===== src/rtl/pipe_chain.sv =====
// pipe_chain: elastic valid/ready register pipeline of DEPTH stages.
// Stage 0 is the youngest stage and stage DEPTH-1 drives out_data.
// Items advance whenever the stage ahead is empty or is itself advancing,
// so bubbles collapse. Per-stage flush squashes stages. A global stall
// freezes every stage.
// Optional feature: define PIPE_STATS_EN to build the saturating
// stall/bubble statistics counters. Without it, both counters read
// constant zero and clr_stats is ignored.
module pipe_chain #(
    parameter int WIDTH = 32,
    parameter int DEPTH = 4
) (
    input  logic             clk,
    input  logic             rst_n,
    input  logic             in_valid,
    output logic             in_ready,
    input  logic [WIDTH-1:0] in_data,
    output logic             out_valid,
    input  logic             out_ready,
    output logic [WIDTH-1:0] out_data,
    input  logic             stall,
    input  logic [DEPTH-1:0] flush,
    output logic [DEPTH-1:0] stage_valid,
    output logic [4:0]       occupancy,
    input  logic             clr_stats,
    output logic [15:0]      stall_cnt,
    output logic [15:0]      bubble_cnt
);

    // Population count of the per-stage valid bits.
    function automatic logic [4:0] count_ones(input logic [DEPTH-1:0] vec);
        logic [4:0] acc;
        acc = 5'd0;
        for (int i = 0; i < DEPTH; i++) begin
            acc = acc + {4'd0, vec[i]};
        end
        return acc;
    endfunction

    logic [DEPTH-1:0] valid_r;
    logic [WIDTH-1:0] data_r [DEPTH];
    logic [DEPTH-1:0] ready_s;
    logic [DEPTH-1:0] up_valid_s;
    logic [WIDTH-1:0] up_data_s [DEPTH];

    // Ready chain, walked from the oldest stage back to stage 0.
    // A running variable avoids feeding the vector back into itself.
    always_comb begin
        logic chain_s;
        ready_s = {DEPTH{1'b0}};
        chain_s = !stall && (!valid_r[DEPTH-1] || out_ready);
        ready_s[DEPTH-1] = chain_s;
        for (int i = DEPTH - 2; i >= 0; i--) begin
            chain_s = !stall && (!valid_r[i] || chain_s);
            ready_s[i] = chain_s;
        end
    end

    // Upstream offer seen by each stage.
    // A flushed stage never hands its old item forward.
    always_comb begin
        up_valid_s = {DEPTH{1'b0}};
        for (int i = 0; i < DEPTH; i++) begin
            up_data_s[i] = {WIDTH{1'b0}};
        end
        up_valid_s[0] = in_valid;
        up_data_s[0]  = in_data;
        for (int i = 1; i < DEPTH; i++) begin
            up_valid_s[i] = valid_r[i-1] && !flush[i-1];
            up_data_s[i]  = data_r[i-1];
        end
    end

    // Stage registers.
    // Flush wins over everything; otherwise a stage loads when ready and holds when not.
    always_ff @(posedge clk or negedge rst_n) begin
        if (!rst_n) begin
            valid_r <= {DEPTH{1'b0}};
            for (int i = 0; i < DEPTH; i++) begin
                data_r[i] <= {WIDTH{1'b0}};
            end
        end else begin
            for (int i = 0; i < DEPTH; i++) begin
                if (flush[i]) begin
                    valid_r[i] <= 1'b0;
                end else if (ready_s[i]) begin
                    valid_r[i] <= up_valid_s[i];
                    data_r[i]  <= up_data_s[i];
                end else begin
                    valid_r[i] <= valid_r[i];
                end
            end
        end
    end

    assign in_ready    = ready_s[0];
    assign out_valid   = valid_r[DEPTH-1] && !stall;
    assign out_data    = data_r[DEPTH-1];
    assign stage_valid = valid_r;
    assign occupancy   = count_ones(valid_r);

`ifdef PIPE_STATS_EN
    // Saturating increment shared by both statistics counters.
    function automatic logic [15:0] sat_inc(input logic [15:0] cnt);
        logic [15:0] res;
        if (cnt == 16'hFFFF) begin
            res = cnt;
        end else begin
            res = cnt + 16'd1;
        end
        return res;
    endfunction

    logic        stall_evt_s;
    logic        bubble_evt_s;
    logic [15:0] stall_cnt_r;
    logic [15:0] bubble_cnt_r;

    assign stall_evt_s  = stall || (valid_r[DEPTH-1] && !out_ready);
    assign bubble_evt_s = !valid_r[DEPTH-1] && (occupancy != 5'd0);

    // Statistics counters; clear has priority over counting.
    always_ff @(posedge clk or negedge rst_n) begin
        if (!rst_n) begin
            stall_cnt_r  <= 16'd0;
            bubble_cnt_r <= 16'd0;
        end else if (clr_stats) begin
            stall_cnt_r  <= 16'd0;
            bubble_cnt_r <= 16'd0;
        end else begin
            if (stall_evt_s) begin
                stall_cnt_r <= sat_inc(stall_cnt_r);
            end else begin
                stall_cnt_r <= stall_cnt_r;
            end
            if (bubble_evt_s) begin
                bubble_cnt_r <= sat_inc(bubble_cnt_r);
            end else begin
                bubble_cnt_r <= bubble_cnt_r;
            end
        end
    end

    assign stall_cnt  = stall_cnt_r;
    assign bubble_cnt = bubble_cnt_r;
`else
    logic stats_unused_s;

    assign stats_unused_s = clr_stats;
    assign stall_cnt      = 16'd0;
    assign bubble_cnt     = 16'd0;
`endif

endmodule


===== config.mk =====
export PLATFORM = sky130hd
export DESIGN_NAME = pipe_chain
export DESIGN_NICKNAME = d
export VERILOG_FILES = /design/src/rtl/pipe_chain.sv
export SDC_FILE = /design/constraint.sdc
export NUM_CORES = 1
export LEC_CHECK = 0
export CAP_MARGIN = 30
export CELL_PAD_IN_SITES_DETAIL_PLACEMENT = 0
export CELL_PAD_IN_SITES_GLOBAL_PLACEMENT = 1
export CORE_ASPECT_RATIO = 0.7
export CORE_UTILIZATION = 45
export DETAILED_ROUTE_END_ITERATION = 8
export GPL_TIMING_DRIVEN = 0
export MAX_ROUTING_LAYER = met4
export PLACE_DENSITY_LB_ADDON = 0.1
export SLEW_MARGIN = 5
export SYNTH_ARGS = -nofsm -noshare
export SYNTH_HDL_FRONTEND = slang
export SYNTH_SLANG_ARGS = --single-unit

===== constraint.sdc =====
create_clock -name clk -period 5.5 [get_ports clk]
set_clock_uncertainty 0.15 [all_clocks]
set_input_delay 1.1 -clock clk [delete_from_list [all_inputs] [get_ports clk]]
set_output_delay 1.1 -clock clk [all_outputs]
set_load 0.02 [all_outputs]

### After elaboration in Yosys (flattened, before gate mapping)

Index checks and enable logic that the tools add are counted.

* output and inout bits: 75
* flip-flop bits (word level): 132
* word-level logic and storage cells: 51

* multiplexer cells: 8
* reductions and logical operators: 28
* add/sub/neg operators: 3
* bitwise logic cells: 4

Operators with widths (count)
* 1-bit logical AND: 8
* 1-bit zero test: 8
* 1-bit two-way mux: 8
* 2-bit AND reduction: 4
* 2-bit nonzero test: 4
* 3-bit by 1-bit adder with 4-bit output: 1
* 1-bit logical OR: 4
* 1-bit inverter: 4
* 2-bit by 1-bit adder with 3-bit output: 1
* 1-bit by 1-bit adder with 2-bit output: 1

### Depth between registers and ports, before layout

Gate-level depths: netlist of the first run.

* depth after elaboration: 11
* depth in mapped cells: 5
* gate-level depth less buffers: 5

### Worst setup path before layout of the first run

Ideal clock, no wire load.

* path kind: reg2out
* start point: reg valid_r[0], in the netlist stage_valid[0]
* end point: out occupancy[1]
* required time: 4.250 ns
* arrival time: 1.655 ns
* setup slack: 2.595 ns
* buffers on the path: 0
* cell stages (with the launch flop): 6
* path through: dfrtp_1 inv_1 fa_1 inv_1 ha_1 ha_1

* cells in the longest elaborated chain, start to end: 3

RTL lines
* start: declaration: RTL line 40 `logic [DEPTH-1:0] valid_r;`
* start signal: assignment: RTL line 78 `valid_r <= {DEPTH{1'b0}};`
* start signal: indexed assignment: RTL line 87 `valid_r[i] <= up_valid_s[i];`
* start signal: indexed assignment: RTL line 90 `valid_r[i] <= valid_r[i];`
* 1-bit by 1-bit adder with 2-bit output: RTL line 35 `acc = acc + {4'd0, vec[i]};`
* 2-bit by 1-bit adder with 3-bit output: RTL line 35
* 3-bit by 1-bit adder with 4-bit output: RTL line 35
* end: declaration: RTL line 24 `output logic [4:0] occupancy,`

Every way passes these cells.

### Worst setup path after layout of the first run

* start point: in stall
* end point: out in_ready

* cells in the longest elaborated chain, start to end: 8

RTL lines
* start: declaration: RTL line 21 `input logic stall,`
* 1-bit zero test *: RTL line 51, 54
* 1-bit logical AND: RTL line 51 `chain_s = !stall && (!valid_r[DEPTH-1] || out_ready);`
* 1-bit logical OR: RTL line 54 `chain_s = !stall && (!valid_r[i] || chain_s);`
* 1-bit logical AND: RTL line 54
* 1-bit logical OR: RTL line 54
* 1-bit logical AND: RTL line 54
* 1-bit logical OR: RTL line 54
* 1-bit logical AND *: RTL line 54
* end: declaration: RTL line 16 `output logic in_ready,`

Mark *: on every way between the ends. The rest lies on a longest branch, timed or not.

==> results of run 1 <==
==> cells by family after synthesis <==
kind of cell | Yosys count | synth area share [%]
muxes | 129 | 27.39
DFF | 132 | 57.86
adders and majority gates | 3 | 0.7889
and+or+nand+nor | 11 | 1.271
buffers and inverters | 86 | 11.22
other | 1 | 0.06568
AOI/OAI and AO/OA | 10 | 1.402
==> layer usage <==
| metal | part of all wire [%] | vias to the layer above |
|---|---|---|
| li1 | - | 1446 |
| met4 | 1.9 | 0 |
| met1 | 48 | 1519 |
| met2 | 45 | 81 |
| met3 | 4.9 | 16 |
| met5 | 0 | - |
==> flip-flops by register name (all words and copies together) (netlist names) <==
register	cells
data_r	96
stage_valid	4
out_data	32
==> layout by cell type, fill, tap and decap left out, drive strengths merged <==
master,Yosys,layout
dfrtp,132,132
mux2,128,128
buf,79,81
clkdlybuf4s50,0,80
conb,1,34
clkbuf,1,22
clkinv,0,7
inv,6,6
a21oi,5,5
o21ai,3,3
nor2,2,2
nand2,2,2
or3,2,2
ha,2,2
clkinvlp,0,2
nor2b,1,1
and3,1,1
a311o,1,1
and3b,1,1
nand2b,1,1
nor3,1,1
a211oi,1,1
mux2i,1,1
fa,1,1
bufinv,0,1
==> final timing paths <==
check                                      startpoint                       to  cells past startpoint
max                                             stall                 in_ready                      4
min                            data_r[38]$_DFFE_PN0P_   data_r[38]$_DFFE_PN0P_                      1
max reg2reg                stage_valid[2]$_DFFE_PN0P_  data_r[117]$_DFFE_PN0P_                      4
min reg2reg                    data_r[38]$_DFFE_PN0P_   data_r[38]$_DFFE_PN0P_                      1
max in group asynchronous                       rst_n   data_r[95]$_DFFE_PN0P_                      2
min in group asynchronous                       rst_n  data_r[121]$_DFFE_PN0P_                      1
==> cell usage after synthesis (all sizes together) (2+ instances only) <==
cell	number	area share, %
dfrtp	132	58
mux2	128	27
buf	79	11
inv	6	0.39
a21oi	5	0.44
o21ai	3	0.26
ha	2	0.44
nand2	2	0.13
nor2	2	0.13
or3	2	0.22
==> cell type report <==
cell class,count,area (um^2)
tap,162,202.7
buffer,80,618.1
clock buffer,21,460.4
timing repair buffer,82,839.6
multi-input combinational,187,1889
clock inverter,10,83.83
fill,979,4960
inverter,6,22.52
sequential,132,3303
==> power groups by stage <==
stage          Sequential, mW  Clock [mW]  Combinational, mW
2_1_floorplan            1.35           0              0.624
3_3_place_gp             1.39           0              0.889
3_5_place_dp             1.40           0              0.909
4_1_cts                  1.38        1.06              0.912
5_1_grt                  1.42        1.11              0.970
6_report                 1.38        1.04              0.899
==> worst max-delay path, stage by stage <==
cell and delay (ns):
sky130_fd_sc_hd__clkdlybuf4s50_1 0.48, sky130_fd_sc_hd__buf_2 0.22, sky130_fd_sc_hd__a21oi_1 0.14, sky130_fd_sc_hd__clkdlybuf4s50_1 0.64
==> metrics by stage <==
stage / instance area [um^2] / total power [mW] / instances / hold WS (ns) / setup TNS [ns]
3_3_place_gp: 6847 / 2.275 / 648 / 0.3167 / -255.11
3_5_place_dp: 6875 / 2.308 / 649 / 0.3274 / 0
5_1_grt: 7420 / 3.497 / 680 / 0.3558 / 0
2_1_floorplan: 5833 / 1.972 / 405 / 0.3083 / 0
6_report: 7420 / 3.315 / 680 / 0.3336 / 0
4_1_cts: 7420 / 3.359 / 680 / 0.3380 / 0
==> flow_metrics.env, run 1 <==
export IMPL_run_status="finished, final reports clean"
export IMPL_utilization_pct=59.94
export IMPL_grt_remaining_overflow=0
export IMPL_drtAntennaViolNets=0
export IMPL_layout_nets=551
export IMPL_busiest_layer_in_global_routing="met2"
export IMPL_placementRows=34
export IMPL_clock_tree_buffer_depth=2
export IMPL_cts_sink_count=132
export IMPL_synth_cell_area_um2=5709
export IMPL_pwr_share_clk_pct=31.2
export IMPL_avgRoutedWirePerCell_um=14.24
export IMPL_hold_buf_cts=0
export IMPL_vias_per_cell=4.503
export IMPL_grt_antenna_before_repair=0
export IMPL_power_net_switching_mw=0.8639
export IMPL_clk_insertion_delay_late_ns=0.41
export IMPL_synthFlopType="sky130_fd_sc_hd__dfrtp_1"
export IMPL_cts_tree="done"
export IMPL_portion_of_total_power_attributed_to_sequential_cells_pct=41.6
export IMPL_avgSynthCellArea_um2=15.35
export IMPL_vias_in_the_first_global_route=3059
export IMPL_worst_endpoint_required_ns=4.25
export IMPL_floorplan_initialDensity_pct=46.12
export IMPL_p_int_mw=2.451
export IMPL_finalWorstSetupSlack_ns=1.665
export IMPL_number_of_detailed_routing_iterations_run_before_antenna_repair=4
export IMPL_floorplan_core_area_um2=12380
export IMPL_ys_types=25
export IMPL_place_gp_congestion=0.7241
export IMPL_worst_hold_path_type="flop to flop"
export IMPL_antennaDiodeCount=0
export IMPL_numCtsBuffers=17
export IMPL_finalMaxSlewViolations=0
export IMPL_crit_fanout=10
export IMPL_grt_setup_unrepaired="false"
export IMPL_setup_reg_to_reg_worst_slack_ns=3.51
export IMPL_ys_ff_latch=132
export IMPL_grt_usage_pct=17.40
export IMPL_synthCells=372
export IMPL_crit_path_end_kind="output port"
export IMPL_fp_dieH_um=96.24
export IMPL_setup_viol_count_final=0
export IMPL_setup_worst_path_start_class="input port"
export IMPL_pre_cts_slack_ns=1.675
export IMPL_postCtsSetupBuffers=0
export IMPL_power_ir_vdd_worst_mv=0.2504
export IMPL_power_switching_fraction_pct=26.06
export IMPL_p_comb_share_pct=27.1
export IMPL_area_growth_pct=29.96
export IMPL_grt_use_met2_pct=25.51
export IMPL_ys_warnings_count=0
export IMPL_critPathKind="input port to output port"
export IMPL_wirelength_mm=9.682
export IMPL_yosysSeqAreaShare_pct=57.86
export IMPL_port_buffers=81
export IMPL_ctsRootBufferMaster="sky130_fd_sc_hd__clkbuf_16"
export IMPL_final_min_period_over_clock_period_pct=69.73
export IMPL_drive_above_1_share_pct=45.95
export IMPL_grtUsageMet1_pct=22.04
export IMPL_grt_start_max_net_pins=83
export IMPL_cts_max_level=4
export IMPL_floorplan_io_pins=117
export IMPL_hold_violations=0
export IMPL_power_per_cell_area_nw_per_um2=446.7
export IMPL_detail_route_iter0_violations=105
export IMPL_synth_edf_count=0
export IMPL_max_cap_violations=0
export IMPL_post_cts_resize_count=0
export IMPL_layout_min_cycle_time_ns=3.835
export IMPL_max_freq_mhz=260.7
export IMPL_data_arrival_time_of_the_critical_path_ns=2.59
export IMPL_fp_dieW_um=136.6
export IMPL_grt_use_met3_pct=5.055
export IMPL_dieArea_um2=13150
export IMPL_grt_pass1_wl_mm=15.97
export IMPL_power_leakage_nw=3.461
export IMPL_synth_async_sr_flop_share_pct=100.0
export IMPL_worst_setup_hold_path_clk_slew_ns=0.05
export IMPL_dp_hpwl_mm=6.633
export IMPL_vias=3062
export IMPL_drt_drc_violations_left=0
Power figures use the tool's default switching activity.
==> run 2: changes to the inputs <==
Settings changed: CORE_UTILIZATION 45 to 42.
Clock period 5.5 ns to 3.7 ns, I/O delays scaled along.
==> run 2 against run 1 <==
  * Non-clock buffer count stayed put
  * Power is 58% higher
  * Sequential power is 49% higher
  * Flip-flop and latch count stayed put
  * Global-route usage is 1.5 points lower
  * Cell area is 1.9% higher
  * Worst setup slack worse by 1.4 ns
  * Via count is 1.5% lower
  * Die area is 7.0% higher
  * Routed wire length is 1.9% higher
  * Count of clock-buffer cells in the layout is 1 lower
==> flow_metrics.env, run 2 (synthesized netlist as in run 1, its figures left out) <==
export IMPL_numCtsBuffers=17
export IMPL_power_leakage_nw=3.510
export IMPL_setup_worst_path_start_class="flop"
export IMPL_drt_drc_violations_left=0
export IMPL_detail_route_iter0_violations=77
export IMPL_max_cap_violations=0
export IMPL_worst_setup_hold_path_clk_slew_ns=0.06
export IMPL_floorplan_io_pins=117
export IMPL_cts_sink_count=132
export IMPL_whs_ns=0.1395
export IMPL_clk_insertion_delay_late_ns=0.40
export IMPL_floorplan_core_area_um2=13230
export IMPL_worst_endpoint_required_ns=2.81
export IMPL_placementRows=35
export IMPL_vias=3015
export IMPL_wirelength_mm=9.865
export IMPL_ctsRootBufferMaster="sky130_fd_sc_hd__clkbuf_16"
export IMPL_critPathKind="flop to output port"
export IMPL_cts_tree="done"
export IMPL_worstRegToRegCells=4
export IMPL_grt_start_max_net_pins=76
export IMPL_post_cts_resize_count=0
export IMPL_layout_nets=551
export IMPL_grt_setup_unrepaired="false"
export IMPL_final_min_period_over_clock_period_pct=92.57
export IMPL_port_buffers=81
export IMPL_vias_per_cell=4.283
export IMPL_tightestPinTransition_ns=0.5467
export IMPL_maxSlewHeadroom_pct=63.56
export IMPL_dp_hpwl_mm=6.775
export IMPL_worst_hold_path_type="input port to asynchronous set/reset pin"
export IMPL_max_flop_register="data_r"
export IMPL_hold_buf_cts=0
export IMPL_clock_tree_buffer_depth=2
export IMPL_drive_above_1_share_pct=46.24
export IMPL_number_of_detailed_routing_iterations_run_before_antenna_repair=4
export IMPL_fp_dieH_um=99.55
export IMPL_grt_antenna_before_repair=0
export IMPL_grt_remaining_overflow=0
export IMPL_grt_usage_pct=15.94
export IMPL_drtAntennaViolNets=0
export IMPL_setup_viol_count_final=0
export IMPL_layout_min_cycle_time_ns=3.425
export IMPL_crit_fanout=5
export IMPL_dieArea_um2=14070
export IMPL_max_freq_mhz=292.0
export IMPL_floorplan_initialDensity_pct=43.17
export IMPL_area_growth_pct=32.46
export IMPL_finalMaxSlewViolations=0
export IMPL_utilization_pct=57.18
export IMPL_fp_dieW_um=141.4
export IMPL_vias_in_the_first_global_route=3170
export IMPL_place_gp_congestion=0.6829
export IMPL_postCtsSetupBuffers=0
export IMPL_highest_count_cells_in_the_layout_ignoring_fill_and_taps="sky130_fd_sc_hd__dfrtp_1 (132), sky130_fd_sc_hd__mux2_2 (93), sky130_fd_sc_hd__clkdlybuf4s50_1 (80)"
export IMPL_crit_path_end_kind="output port"
export IMPL_avgRoutedWirePerCell_um=14.01
export IMPL_antennaDiodeCount=0
export IMPL_cts_max_level=4
export IMPL_data_arrival_time_of_the_critical_path_ns=2.53
export IMPL_layout_commonest_cell="sky130_fd_sc_hd__dfrtp_1"
export IMPL_power_ir_vdd_worst_mv=0.3849
export IMPL_design_power_total_mw=5.231
export IMPL_grt_pass1_wl_mm=16.35
export IMPL_run_status="finished, final reports clean"
export IMPL_largest_register_ff_count=96
export IMPL_hold_violations=0
export IMPL_power_per_cell_area_nw_per_um2=691.8
[run 2: layer usage]
layer	part of all wire, %	track usage (%)	vias to the layer above	wire (um)
met5	0	-	-	0
met4	1.2	6.522	0	119
met3	3.9	3.563	12	386
met2	46	23.91	77	4550
met1	49	21.01	1486	4809
li1	-	-	1440	-
[run 2: final cells by class]
cell class / count / area, um^2
Tap cell: 185 / 231.5
Clock inverter: 12 / 201.4
Buffer: 80 / 618.1
Sequential cell: 132 / 3303
Fill cell: 1096 / 5663
Clock buffer: 20 / 456.7
Inverter: 6 / 22.52
Multi-Input combinational cell: 187 / 1889
Timing Repair Buffer: 82 / 839.6
[run 2: worst paths after layout]
path                                       startpoint                        to  slack, ns
min reg2reg                    data_r[62]$_DFFE_PN0P_  out_data[30]$_DFFE_PN0P_       0.34
max in group asynchronous                       rst_n    data_r[48]$_DFFE_PN0P_       2.50
min in group clk               data_r[62]$_DFFE_PN0P_  out_data[30]$_DFFE_PN0P_       0.34
max reg2reg                stage_valid[2]$_DFFE_PN0P_    data_r[98]$_DFFE_PN0P_       1.69
max                        stage_valid[1]$_DFFE_PN0P_              occupancy[1]       0.28
min                                             rst_n   data_r[119]$_DFFE_PN0P_       0.14
[run 2: per-stage QoR]
step           setup WS, ns  cell area, um^2  TNS, ns  std cells
6_report             0.2751             7562        0        704
5_1_grt              0.1972             7562        0        704
4_1_cts              0.2466             7562        0        704
3_5_place_dp         0.5152             6904        0        672
3_3_place_gp         -3.411             6875  -449.40        671
2_1_floorplan         1.155             5833        0        405
[run 2: critical path: stages, from the launching register on]
cell,delay [ns]
sky130_fd_sc_hd__dfrtp_1,0.45
sky130_fd_sc_hd__inv_1,0.10
sky130_fd_sc_hd__fa_1,0.52
sky130_fd_sc_hd__inv_1,0.04
sky130_fd_sc_hd__ha_1,0.17
sky130_fd_sc_hd__ha_1,0.26
sky130_fd_sc_hd__clkdlybuf4s50_1,0.59
[run 2: report_power, final]
group	switching (mW)	leakage [nW]	internal, mW	total [mW]
Sequential	0.200	1.57	1.85	2.05
Combinational	0.497	1.62	0.848	1.34
Clock	0.605	0.317	1.23	1.84
